**config.mk**
```make
export PLATFORM = sky130hd
export DESIGN_NAME = silent_convergence_monitor
export DESIGN_NICKNAME = d
export VERILOG_FILES = /design/src/rtl/silent_convergence_monitor.sv
export SDC_FILE = /design/constraint.sdc
export NUM_CORES = 1
export LEC_CHECK = 0
export BUFFER_PORTS_ARGS = -buffer_cell sky130_fd_sc_hd__buf_4
export CAP_MARGIN = 20
export CORE_MARGIN = 2
export CORE_UTILIZATION = 30
export DETAILED_ROUTE_END_ITERATION = 8
export GPL_ROUTABILITY_DRIVEN = 0
export PLACE_DENSITY_LB_ADDON = 0.15
export SETUP_SLACK_MARGIN = 0.1
export SLEW_MARGIN = 0
export SYNTH_ARGS = -nofsm -noshare
export SYNTH_HDL_FRONTEND = slang
export SYNTH_SLANG_ARGS = --single-unit
export TNS_END_PERCENT = 30
```
**constraint.sdc**
```tcl
create_clock -name CLK -period 3.2 [get_ports CLK]
set_input_delay 0.16 -clock CLK [delete_from_list [all_inputs] [get_ports CLK]]
set_output_delay 0.16 -clock CLK [all_outputs]
set_load 0.01 [all_outputs]
```
**src/rtl/silent_convergence_monitor.sv**
```systemverilog
// Scans all transducer channels once per START period and flags when filtered duty/phase words reach their targets.
// Optional timeout: define SILENT_MON_TIMEOUT_EN to enable the FAIL state after TIMEOUT_PERIODS mismatching scans.
module silent_convergence_monitor #(
  parameter int WIDTH           = 13,
  parameter int DEPTH           = 249,
  parameter int TIMEOUT_PERIODS = 255
) (
  input  logic                             CLK,
  input  logic                             RST_N,
  input  logic                             START,
  input  logic                             ARM,
  output logic [$clog2(DEPTH)-1:0]         ADDR,
  input  logic signed [WIDTH-1:0]          TGT_DUTY,
  input  logic signed [WIDTH-1:0]          TGT_PHASE,
  input  logic signed [WIDTH-1:0]          DUTY_S,
  input  logic signed [WIDTH-1:0]          PHASE_S,
  output logic                             BUSY,
  output logic                             CONVERGED,
  output logic                             TIMEOUT,
  output logic [7:0]                       PERIOD_CNT,
  output logic [$clog2(DEPTH+1)-1:0]       MISMATCH_CNT
);

  localparam int AW = $clog2(DEPTH);
  localparam int CW = $clog2(DEPTH+1);

`ifdef SILENT_MON_TIMEOUT_EN
  localparam bit TO_EN = 1'b1;
`else
  localparam bit TO_EN = 1'b0;
`endif

  typedef enum logic [2:0] {S_IDLE, S_WAIT, S_SCAN, S_DONE, S_FAIL} state_t;

  function automatic logic [7:0] sat_inc8(input logic [7:0] v);
    return (v == 8'hFF) ? v : v + 8'd1;
  endfunction

  state_t          state;
  logic            start_d;
  logic            busy_q;
  logic            conv_q;
  logic            to_q;
  logic [7:0]      pcnt_q;
  logic [CW-1:0]   mcnt_q;
  logic [CW-1:0]   scan_cnt;
  logic [AW-1:0]   addr_p0;
  logic            vld_p1;
  logic [CW-1:0]   acc_p1;

  logic            start_edge;
  logic            mm_p1;
  logic [CW-1:0]   acc_base;
  logic [CW-1:0]   scan_total;
  logic            scan_last;
  logic [7:0]      pcnt_inc;

  assign start_edge = START & ~start_d;
  assign scan_last  = (scan_cnt == CW'(DEPTH));
  assign pcnt_inc   = sat_inc8(pcnt_q);

  // Stage p1: memory words for the previous ADDR are compared and accumulated
  assign mm_p1      = vld_p1 & ((DUTY_S != TGT_DUTY) | (PHASE_S != TGT_PHASE));
  assign acc_base   = (scan_cnt == CW'(1)) ? '0 : acc_p1;
  assign scan_total = acc_base + CW'(mm_p1);

  always_ff @(posedge CLK) begin
    if (vld_p1) acc_p1 <= scan_total;
  end

  // Stage p0: control FSM issues ADDR and decides at the end of each scan
  always_ff @(posedge CLK or negedge RST_N) begin
    if (!RST_N) begin
      state    <= S_IDLE;
      start_d  <= 1'b0;
      busy_q   <= 1'b0;
      conv_q   <= 1'b0;
      to_q     <= 1'b0;
      pcnt_q   <= '0;
      mcnt_q   <= '0;
      scan_cnt <= '0;
      addr_p0  <= '0;
      vld_p1   <= 1'b0;
    end else begin
      start_d <= START;
      vld_p1  <= (state == S_SCAN) && (scan_cnt < CW'(DEPTH)) && !ARM;
      addr_p0 <= '0;
      if (ARM) begin
        state    <= S_WAIT;
        busy_q   <= 1'b1;
        conv_q   <= 1'b0;
        to_q     <= 1'b0;
        pcnt_q   <= '0;
        mcnt_q   <= '0;
        scan_cnt <= '0;
      end else begin
        case (state)
          S_WAIT: begin
            if (start_edge) begin
              state    <= S_SCAN;
              scan_cnt <= '0;
            end
          end
          S_SCAN: begin
            if (scan_last) begin
              mcnt_q   <= scan_total;
              scan_cnt <= '0;
              if (scan_total == '0) begin
                state  <= S_DONE;
                conv_q <= 1'b1;
                busy_q <= 1'b0;
              end else begin
                pcnt_q <= pcnt_inc;
                if (TO_EN && (pcnt_inc == 8'(TIMEOUT_PERIODS))) begin
                  state  <= S_FAIL;
                  to_q   <= 1'b1;
                  busy_q <= 1'b0;
                end else begin
                  state <= S_WAIT;
                end
              end
            end else begin
              scan_cnt <= scan_cnt + CW'(1);
              addr_p0  <= (scan_cnt < CW'(DEPTH-1)) ? addr_p0 + AW'(1) : '0;
            end
          end
          default: ;
        endcase
      end
    end
  end

  assign ADDR         = addr_p0;
  assign BUSY         = busy_q;
  assign CONVERGED    = conv_q;
  assign TIMEOUT      = TO_EN ? to_q : 1'b0;
  assign PERIOD_CNT   = pcnt_q;
  assign MISMATCH_CNT = mcnt_q;

endmodule
```
==> flow_metrics.tcl, run 1 <==
set metrics [dict create \
    status "finished clean" \
    synth_area_per_cell_um2 9.92 \
    synth_commonest_cells "dfrtp_1, nor2_1, xor2_1" \
    stdcell_area_mm2 0.00354 \
    cp.arrival_ns 3.20 \
    yosysUniqueCellTypes 42 \
    whs_ns 0.130 \
    synthesis.area_mm2 0.00257 \
    h-tree-depth 2 \
    worstReg2RegEnd "PERIOD_CNT[7]$_DFFE_PN0P_" \
    grtUsageMet2_pct 22.8 \
    synth.most_common_cell "dfrtp_1" \
    met3_usage_pct 3.34 \
    initial_core_util_pct 31.1 \
    dieArea_mm2 0.00932 \
    grt_overflow_total 0 \
    min_period_ns 2.97 \
    cp-end-kind "flop" \
    grt.total_usage_pct 13.6 \
    num_rows 33 \
    drcViolationCount 0 \
    num-nets-final 420 \
    ys_ff_latch 46 \
    use_met1_pct 17.2 \
    tns_ns 0 \
    place.detailed.hpwl_mm 4.58 \
    critPathLaunch "scan_cnt[1]$_DFFE_PN0P_" \
    reg2regPathDepth 13 \
    grt_pass1_vias 2136 \
    p_per_area_mw_per_mm2 318 \
    ant_nets 0 \
    synth_top_cell_by_area "dfrtp_1" \
    clock-root-buffer "clkbuf_8" \
    dr.pass1.iters 4 \
    crit_required_ns 3.44 \
    rr_startpoint "scan_cnt[1]$_DFFE_PN0P_" \
    die_width_um 96.5 \
    num-fill-cells 801 \
    vias 2248 \
    grt_max_degree 39 \
    routedWlPerCell_um 13.6 \
    crit_type "reg2reg" \
    fin_crit_sh_pct 92.7 \
    globalRoute.busiestLayer "met2" \
    setup_violations 0 \
    core-area_mm2 0.00826 \
    avgViaCountPerCell 4.86 \
    port_buffers 81 \
    synth.area.top_cells "dfrtp_1, edfxtp_1, xor2_1" \
    endpoint "PERIOD_CNT[7]$_DFFE_PN0P_" \
    wl_mm 6.28 \
    synth_top_area_share_pct 37.0 \
    drt_iter0_drc 92 \
    synth_edf_count 8 \
    max_slew.worst_pin.slew_ns 0.696 \
    clock_skew_ns 0.00946 \
    cts_tree "done" \
    cts_max_path_buffers 2 \
    ys.flop_type "dfrtp_1" \
    yosysWarnings 0 \
    io_pins 83 \
    async_flop_share_pct 82.6 \
    dpl-instance-area_mm2 0.00331 \
    finalMaxSlewViolations 0 \
    max-vdd-ir-drop_v 0.000146 \
    hp-class "in2reg" \
    p_total_w 0.00113 \
    drv_cap 0 \
    postSynthCellCount 259 \
    rrSetupSlack_ns 0.23 \
    clk_latency_ns 0.30 \
    numCtsBuffers 5 \
    n_antenna_cell 0 \
    crit_fanout 8 \
    drive_gt1_share_pct 33.5 \
    syn-num-nets 322 \
    slew_headroom_pct 53.4 \
    synthToLayoutAreaGrowth_pct 37.7 \
    hold_viol_final 0 \
    worst_slack_ns 0.233 \
    grt_antenna_before_repair 0 \
    synth-seq-area-share_pct 46.4 \
    fp.dieH_um 96.5 \
    fmax_mhz 337 \
    post-place-ws_ns -0.0585 \
    p_leak_nw 1.56 \
    numClockSinks 46 \
    setup.worst_path.start_class "flop" \
    grt_pass1_wl_mm 9.84 \
    rsz0062_at_grt "false" \
    clk_pin_slew_ns 0.09 \
]
[critical path, cell delays in order, from the launching register on]
cell      delay [ns]
dfrtp_1         0.41
inv_2           0.05
ha_1            0.17
nor2b_4         0.13
and3_4          0.20
nor2b_2         0.10
ha_2            0.23
and3_1          0.24
a21o_1          0.15
a21oi_2         0.07
o311ai_4        0.36
o21ai_4         0.14
or4_1           0.51
a21oi_1         0.15
[layout by cell type, fill, tap and decap left out, drive strengths merged, types with 3 or more instances in the layout]
cell type,count
a21oi,13
a22o,7
a31oi,5
and3,8
buf,96
clkbuf,6
dfrtp,38
edfxtp,8
ha,7
inv,4
nand2,20
nand2b,3
nand3,11
nand4,7
nor2,30
nor2b,6
nor3,4
nor4,5
o21ai,15
or3,7
xnor2,17
xor2,22
[metal layers]
metal  up-vias  share of wire, %
li1       1109                 -
met1      1042                43
met2        92                46
met3         5                10
met4         0              0.96
met5         -                 0
[layout make-up]
cell class	count	area [um^2]	area share, %
sequential	46	1190	33.7
clock buffer	6	72.6	2.05
timing repair buffer	98	744	21.0
multi-input combinational	202	1370	38.8
tap	105	131	3.71
inverter	4	15.0	0.424
clock inverter	2	10.0	0.283
[worst min path at each step]
| stage | start | to | slack (ns) | cells past startpoint |
|---|---|---|---|---|
| floorplan | RST_N | ADDR[0]$_DFF_PN0_ | -0.14 | 0 |
| global placement | RST_N | scan_cnt[2]$_DFFE_PN0P_ | 0.17 | 1 |
| detailed placement | RST_N | scan_cnt[3]$_DFFE_PN0P_ | 0.18 | 1 |
| CTS | ARM | PERIOD_CNT[7]$_DFFE_PN0P_ | 0.13 | 2 |
| global route | ARM | PERIOD_CNT[7]$_DFFE_PN0P_ | 0.13 | 2 |
| finish | ARM | PERIOD_CNT[7]$_DFFE_PN0P_ | 0.13 | 2 |
[through the flow]
stage | instances | utilization (%)
2_1_floorplan | 259 | -
3_3_place_gp | 444 | 40.1
3_5_place_dp | 444 | 40.1
4_1_cts | 454 | 41.4
5_1_grt | 463 | 42.8
6_report | 463 | 42.8
[state kept, by name, indices dropped and copies added, names as in the netlist]
register,count
start_d,1
state,2
BUSY,1
MISMATCH_CNT,8
PERIOD_CNT,8
CONVERGED,1
acc_p1,8
scan_cnt,8
ADDR,8
vld_p1,1
[where the power goes]
part / switching [W] / leakage (nW) / internal [W] / total [W]
Combinational: 0.0000747 / 0.925 / 0.0000883 / 0.000163
Clock: 0.000201 / 0.0450 / 0.000152 / 0.000353
Sequential: 0.00000727 / 0.591 / 0.000604 / 0.000611
Total: 0.000283 / 1.56 / 0.000844 / 0.00113
[repair_timing]
action	CTS	global route
pin swaps	0	8
hold buffers	2	0
cloned	0	0
setup buffers	0	9
endpoints found under the setup margin	3	8
gates resized for setup	1	14
hold endpoints to repair	39	0
[cells by family (layout without fill, tap and decap cells)]
family / Yosys count / count (layout) / share of synthesized area, %
adders and majority gates: 7 / 7 / 3.41
and+or+nand+nor: 106 / 106 / 21.2
muxes: 1 / 1 / 0.390
DFF: 46 / 46 / 46.4
other: 1 / 1 / 0.146
xor gates and xnor gates: 39 / 39 / 13.3
buffers and inverters: 11 / 110 / 2.34
AOI/OAI and AO/OA: 48 / 48 / 12.8
Power figures use the tool's default switching activity.
==> run 2, diff against run 1 <==
- CTS_CLUSTER_SIZE: unset -> 20
- RECOVER_POWER: unset -> 100
==> flow_metrics.tcl, run 2 (synthesis results as in run 1) <==
set metrics [dict create \
    post-place-ws_ns -0.0585 \
    dp_cells 444 \
    cts_tree "done" \
    clk_pin_slew_ns 0.09 \
    numCtsBuffers 5 \
    io_pins 83 \
    num-nets-final 420 \
    wl_mm 6.31 \
    cp.arrival_ns 3.23 \
    fin_crit_sh_pct 93.7 \
    port_buffers 81 \
    p_per_area_mw_per_mm2 329 \
    n_antenna_cell 0 \
    p_leak_nw 1.44 \
    grt_antenna_before_repair 0 \
    hp-class "in2reg" \
    num-fill-cells 826 \
    cp-end-kind "flop" \
    h-tree-depth 2 \
    grt_max_degree 39 \
    rsz0062_at_grt "false" \
    initial_core_util_pct 31.1 \
    whs_ns 0.129 \
    setup.worst_path.start_class "flop" \
    clk_latency_ns 0.30 \
    routedWlPerCell_um 13.6 \
    register_area_mm2 0.00119 \
    vias 2239 \
    worst_slack_ns 0.202 \
    synthToLayoutAreaGrowth_pct 33.3 \
    max-vdd-ir-drop_v 0.000146 \
    max_slew.worst_pin.slew_ns 2.13 \
    grt_pass1_vias 2136 \
    fmax_mhz 334 \
    die_width_um 96.5 \
    num_rows 33 \
    slew_headroom_pct -41.8 \
    fin_cells 463 \
    hold_viol_final 0 \
    fp.dieH_um 96.5 \
    min_period_ns 3.00 \
    drv_cap 1 \
    drive_gt1_share_pct 24.9 \
    final_cell_mix "buf_4, dfrtp_1, clkbuf_1" \
    multi_input_comb_area_mm2 0.00137 \
    crit_type "reg2reg" \
    crit_fanout 8 \
    crit_required_ns 3.44 \
    clock_skew_ns 0.00942 \
    dieArea_mm2 0.00932 \
    numClockSinks 46 \
    p_total_w 0.00112 \
    setup_violations 0 \
    dr.pass1.iters 4 \
    cts_max_path_buffers 2 \
    finalMaxSlewViolations 39 \
    grt_overflow_total 0 \
    drt_iter0_drc 90 \
    clock-root-buffer "clkbuf_8" \
    final_common_cell "buf_4" \
    place.detailed.hpwl_mm 4.58 \
    drcViolationCount 0 \
    core-area_mm2 0.00826 \
    ant_nets 0 \
    avgViaCountPerCell 4.84 \
    grt.total_usage_pct 13.6 \
    violations "max-capacitance violations, max-slew violations" \
    status "finished with violations" \
    grt_pass1_wl_mm 9.84 \
]
[run 2: changes by cell type in the layout (fill, tap and decap cells not counted)]
cell / change
buf_4: -30
and3_2: -1
clkbuf_1: +29
and3_1: +2
and3_4: -1
clkbuf_4: +1
[run 2: cell type report]
cell class	instances	share of cell area, %
Clock inverter	2	0.292
Inverter	4	0.439
Tap cell	105	3.84
Sequential cell	46	34.8
Timing Repair Buffer	98	18.6
Multi-Input combinational cell	202	39.9
Clock buffer	6	2.12
[run 2: layer usage]
| metal | GRT usage, % | routed length [um] |
|---|---|---|
| met3 | 3.34 | 641 |
| met4 | 4.11 | 60 |
| met1 | 17.2 | 2740 |
| met2 | 22.8 | 2860 |
| met5 | 0 | 0 |
[run 2: repair_timing]
action	CTS	global route
buffers inserted	0	9
hold buffers	2	0
resized for setup	1	14
endpoints found under the hold margin	39	0
pin swaps	0	8
setup endpoints to repair	3	8
gates cloned	0	0
[run 2: report_power, final]
part	internal [W]	switching [W]	leakage (nW)
Sequential	0.000604	0.00000724	0.591
Combinational	0.0000852	0.0000746	0.805
Clock	0.000152	0.000202	0.0450
[run 2: worst max-delay path, stage by stage, from the launching register on]
cell      delay (ns)
dfrtp_1         0.41
inv_2           0.05
ha_1            0.17
nor2b_4         0.12
and3_1          0.22
nor2b_2         0.12
ha_2            0.23
and3_1          0.24
a21o_1          0.15
a21oi_2         0.07
o311ai_4        0.36
o21ai_4         0.14
or4_1           0.51
a21oi_1         0.15
[run 2: worst paths after layout]
check	startpoint	to	slack, ns	cells past startpoint
worst max-delay path	scan_cnt[1]$_DFFE_PN0P_	PERIOD_CNT[7]$_DFFE_PN0P_	0.20	13
worst min-delay path	ARM	PERIOD_CNT[7]$_DFFE_PN0P_	0.13	2
worst max register to register	scan_cnt[1]$_DFFE_PN0P_	PERIOD_CNT[7]$_DFFE_PN0P_	0.20	13
worst min register to register	ADDR[0]$_DFF_PN0_	ADDR[0]$_DFF_PN0_	0.48	1
max in group asynchronous	RST_N	PERIOD_CNT[6]$_DFFE_PN0P_	0.97	2
min in group asynchronous	RST_N	BUSY$_DFFE_PN0P_	1.02	2
[run 2: stage by stage]
step / TNS, ns / utilization [%] / area (um^2)
floorplan: 0 / - / 2570
global placement: 0 / 40.1 / 3310
detailed placement: -0.114 / 40.1 / 3310
CTS: 0 / 41.4 / 3420
global route: 0 / 41.5 / 3420
finish: 0 / 41.5 / 3420
==> run 3, diff against run 2 <==
- CORE_UTILIZATION: 30 -> 40
==> flow_metrics.tcl, run 3 (synthesis results as in run 1) <==
set metrics [dict create \
    status "finished with violations" \
    violations "max-capacitance violations, max-slew violations" \
    p_per_area_mw_per_mm2 376 \
    dpl-instance-area_mm2 0.00327 \
    critPathLaunch "scan_cnt[1]$_DFFE_PN0P_" \
    numClockSinks 46 \
    cp-end-kind "flop" \
    numCtsBuffers 5 \
    slew_headroom_pct -37.7 \
    setup.worst_path.start_class "flop" \
    drive_gt1_share_pct 25.0 \
    drv_cap 1 \
    fp.dieH_um 84.1 \
    port_buffers 81 \
    dp_cells 416 \
    initial_core_util_pct 40.9 \
    drt_iter0_drc 152 \
    num-nets-final 418 \
    core-area_mm2 0.00628 \
    cp_top_family "simple AND/OR/NAND/NOR gates" \
    cts_tree "done" \
    final_cell_mix "buf_4, dfrtp_1, clkbuf_1" \
    die_width_um 84.1 \
    grt_antenna_before_repair 0 \
    grt_pass1_wl_mm 9.92 \
    hold_start "ARM" \
    fin_crit_sh_pct 93.7 \
    worstPathCellList "inv_1 > ha_1 > nor2b_1 > and3_4 > nor2b_2 > ha_2 > ha_4 > nand4_1 > nand4_1 > a21oi_2 > o311ai_4 > o21ai_4 > buf_4 > or3_1 > a21oi_2" \
    clk_pin_slew_ns 0.10 \
    rsz0062_at_grt "true" \
    finalMaxSlewViolations 39 \
    cp.arrival_ns 3.24 \
    num_rows 29 \
    grt_pass1_vias 2114 \
    drcViolationCount 0 \
    avgViaCountPerCell 5.22 \
    grt_max_degree 39 \
    rr_startpoint "scan_cnt[1]$_DFFE_PN0P_" \
    dr.pass1.iters 4 \
    critPathBufInv 2 \
    n_antenna_cell 0 \
    io_pins 83 \
    h-tree-depth 2 \
    fmax_mhz 333 \
    p_total_w 0.00129 \
    num-fill-cells 613 \
    place.detailed.hpwl_mm 4.51 \
    setup_violations 0 \
    vias 2261 \
    clk_latency_ns 0.31 \
    routedWlPerCell_um 14.3 \
    slowest_stage "dfrtp_1" \
    stdcell_area_mm2 0.00344 \
    post-place-ws_ns -0.0619 \
    crit_required_ns 3.44 \
    grt.total_usage_pct 17.2 \
    max_slew.worst_pin.slew_ns 2.07 \
    p_leak_nw 1.45 \
    cts_max_path_buffers 2 \
    synthToLayoutAreaGrowth_pct 33.8 \
    fin_cells 433 \
    worst_slack_ns 0.200 \
    slowest_delay_ns 0.39 \
    hp-class "in2reg" \
    dieArea_mm2 0.00708 \
    min_period_ns 3.00 \
    clock_skew_ns 0.0160 \
    multi_input_comb_area_mm2 0.00138 \
    ant_nets 0 \
    crit_fanout 8 \
    clock-root-buffer "clkbuf_8" \
    final_common_cell "buf_4" \
    grt_overflow_total 0 \
    wl_mm 6.21 \
    crit_type "reg2reg" \
    register_area_mm2 0.00119 \
    hold_viol_final 0 \
    max-vdd-ir-drop_v 0.000233 \
]
run 3: layout make-up:
type	instances	share of cell area, %
Clock buffer	5	2.00
Sequential cell	46	34.7
Tap cell	77	2.80
Timing Repair Buffer	96	17.8
Clock inverter	3	2.00
Inverter	4	0.437
Multi-Input combinational cell	202	40.2
run 3: path summary, 6_finish.rpt:
kind | endpoint | slack [ns] | cells after the start
worst max register to register | PERIOD_CNT[2]$_DFFE_PN0P_ | 0.20 | 15
worst min register to register | MISMATCH_CNT[4]$_DFFE_PN0P_ | 0.48 | 2
max in group asynchronous | scan_cnt[0]$_DFFE_PN0P_ | 0.89 | 2
min in group asynchronous | MISMATCH_CNT[3]$_DFFE_PN0P_ | 0.98 | 2
worst max-delay path | PERIOD_CNT[2]$_DFFE_PN0P_ | 0.20 | 15
worst min-delay path | PERIOD_CNT[5]$_DFFE_PN0P_ | 0.11 | 2
run 3: metrics by stage:
step	util, %	hold WS [ns]	setup TNS [ns]
after floorplan	-	-0.136	0
after global placement	52.1	0.166	0
after detailed placement	52.1	0.169	-0.138
after CTS	54.7	0.107	0
after global routing	54.8	0.127	-0.0212
final	54.8	0.109	0
run 3: power by group:
| part | total, W | switching, W | internal [W] | leakage (nW) |
|---|---|---|---|---|
| registers | 0.000611 | 0.00000739 | 0.000604 | 0.589 |
| clock network | 0.000523 | 0.000210 | 0.000313 | 0.0683 |
| logic | 0.000160 | 0.0000748 | 0.0000850 | 0.791 |
| total | 0.00129 | 0.000292 | 0.00100 | 1.45 |
run 3: timing repair:
item / CTS / global route
setup buffers: 0 / 7
hold buffers: 2 / 0
hold endpoints to repair: 39 / 0
endpoints found under the setup margin: 0 / 8
gates resized for setup: 0 / 16
run 3: per-layer routing:
metal  vias up  GRT usage, %  part of all wire (%)
met3         8          4.82                   8.1
met1      1058          22.7                    44
li1       1112             -                     -
met2        83          27.9                    47
met5         -             0                     0
met4         0          4.84                   1.3
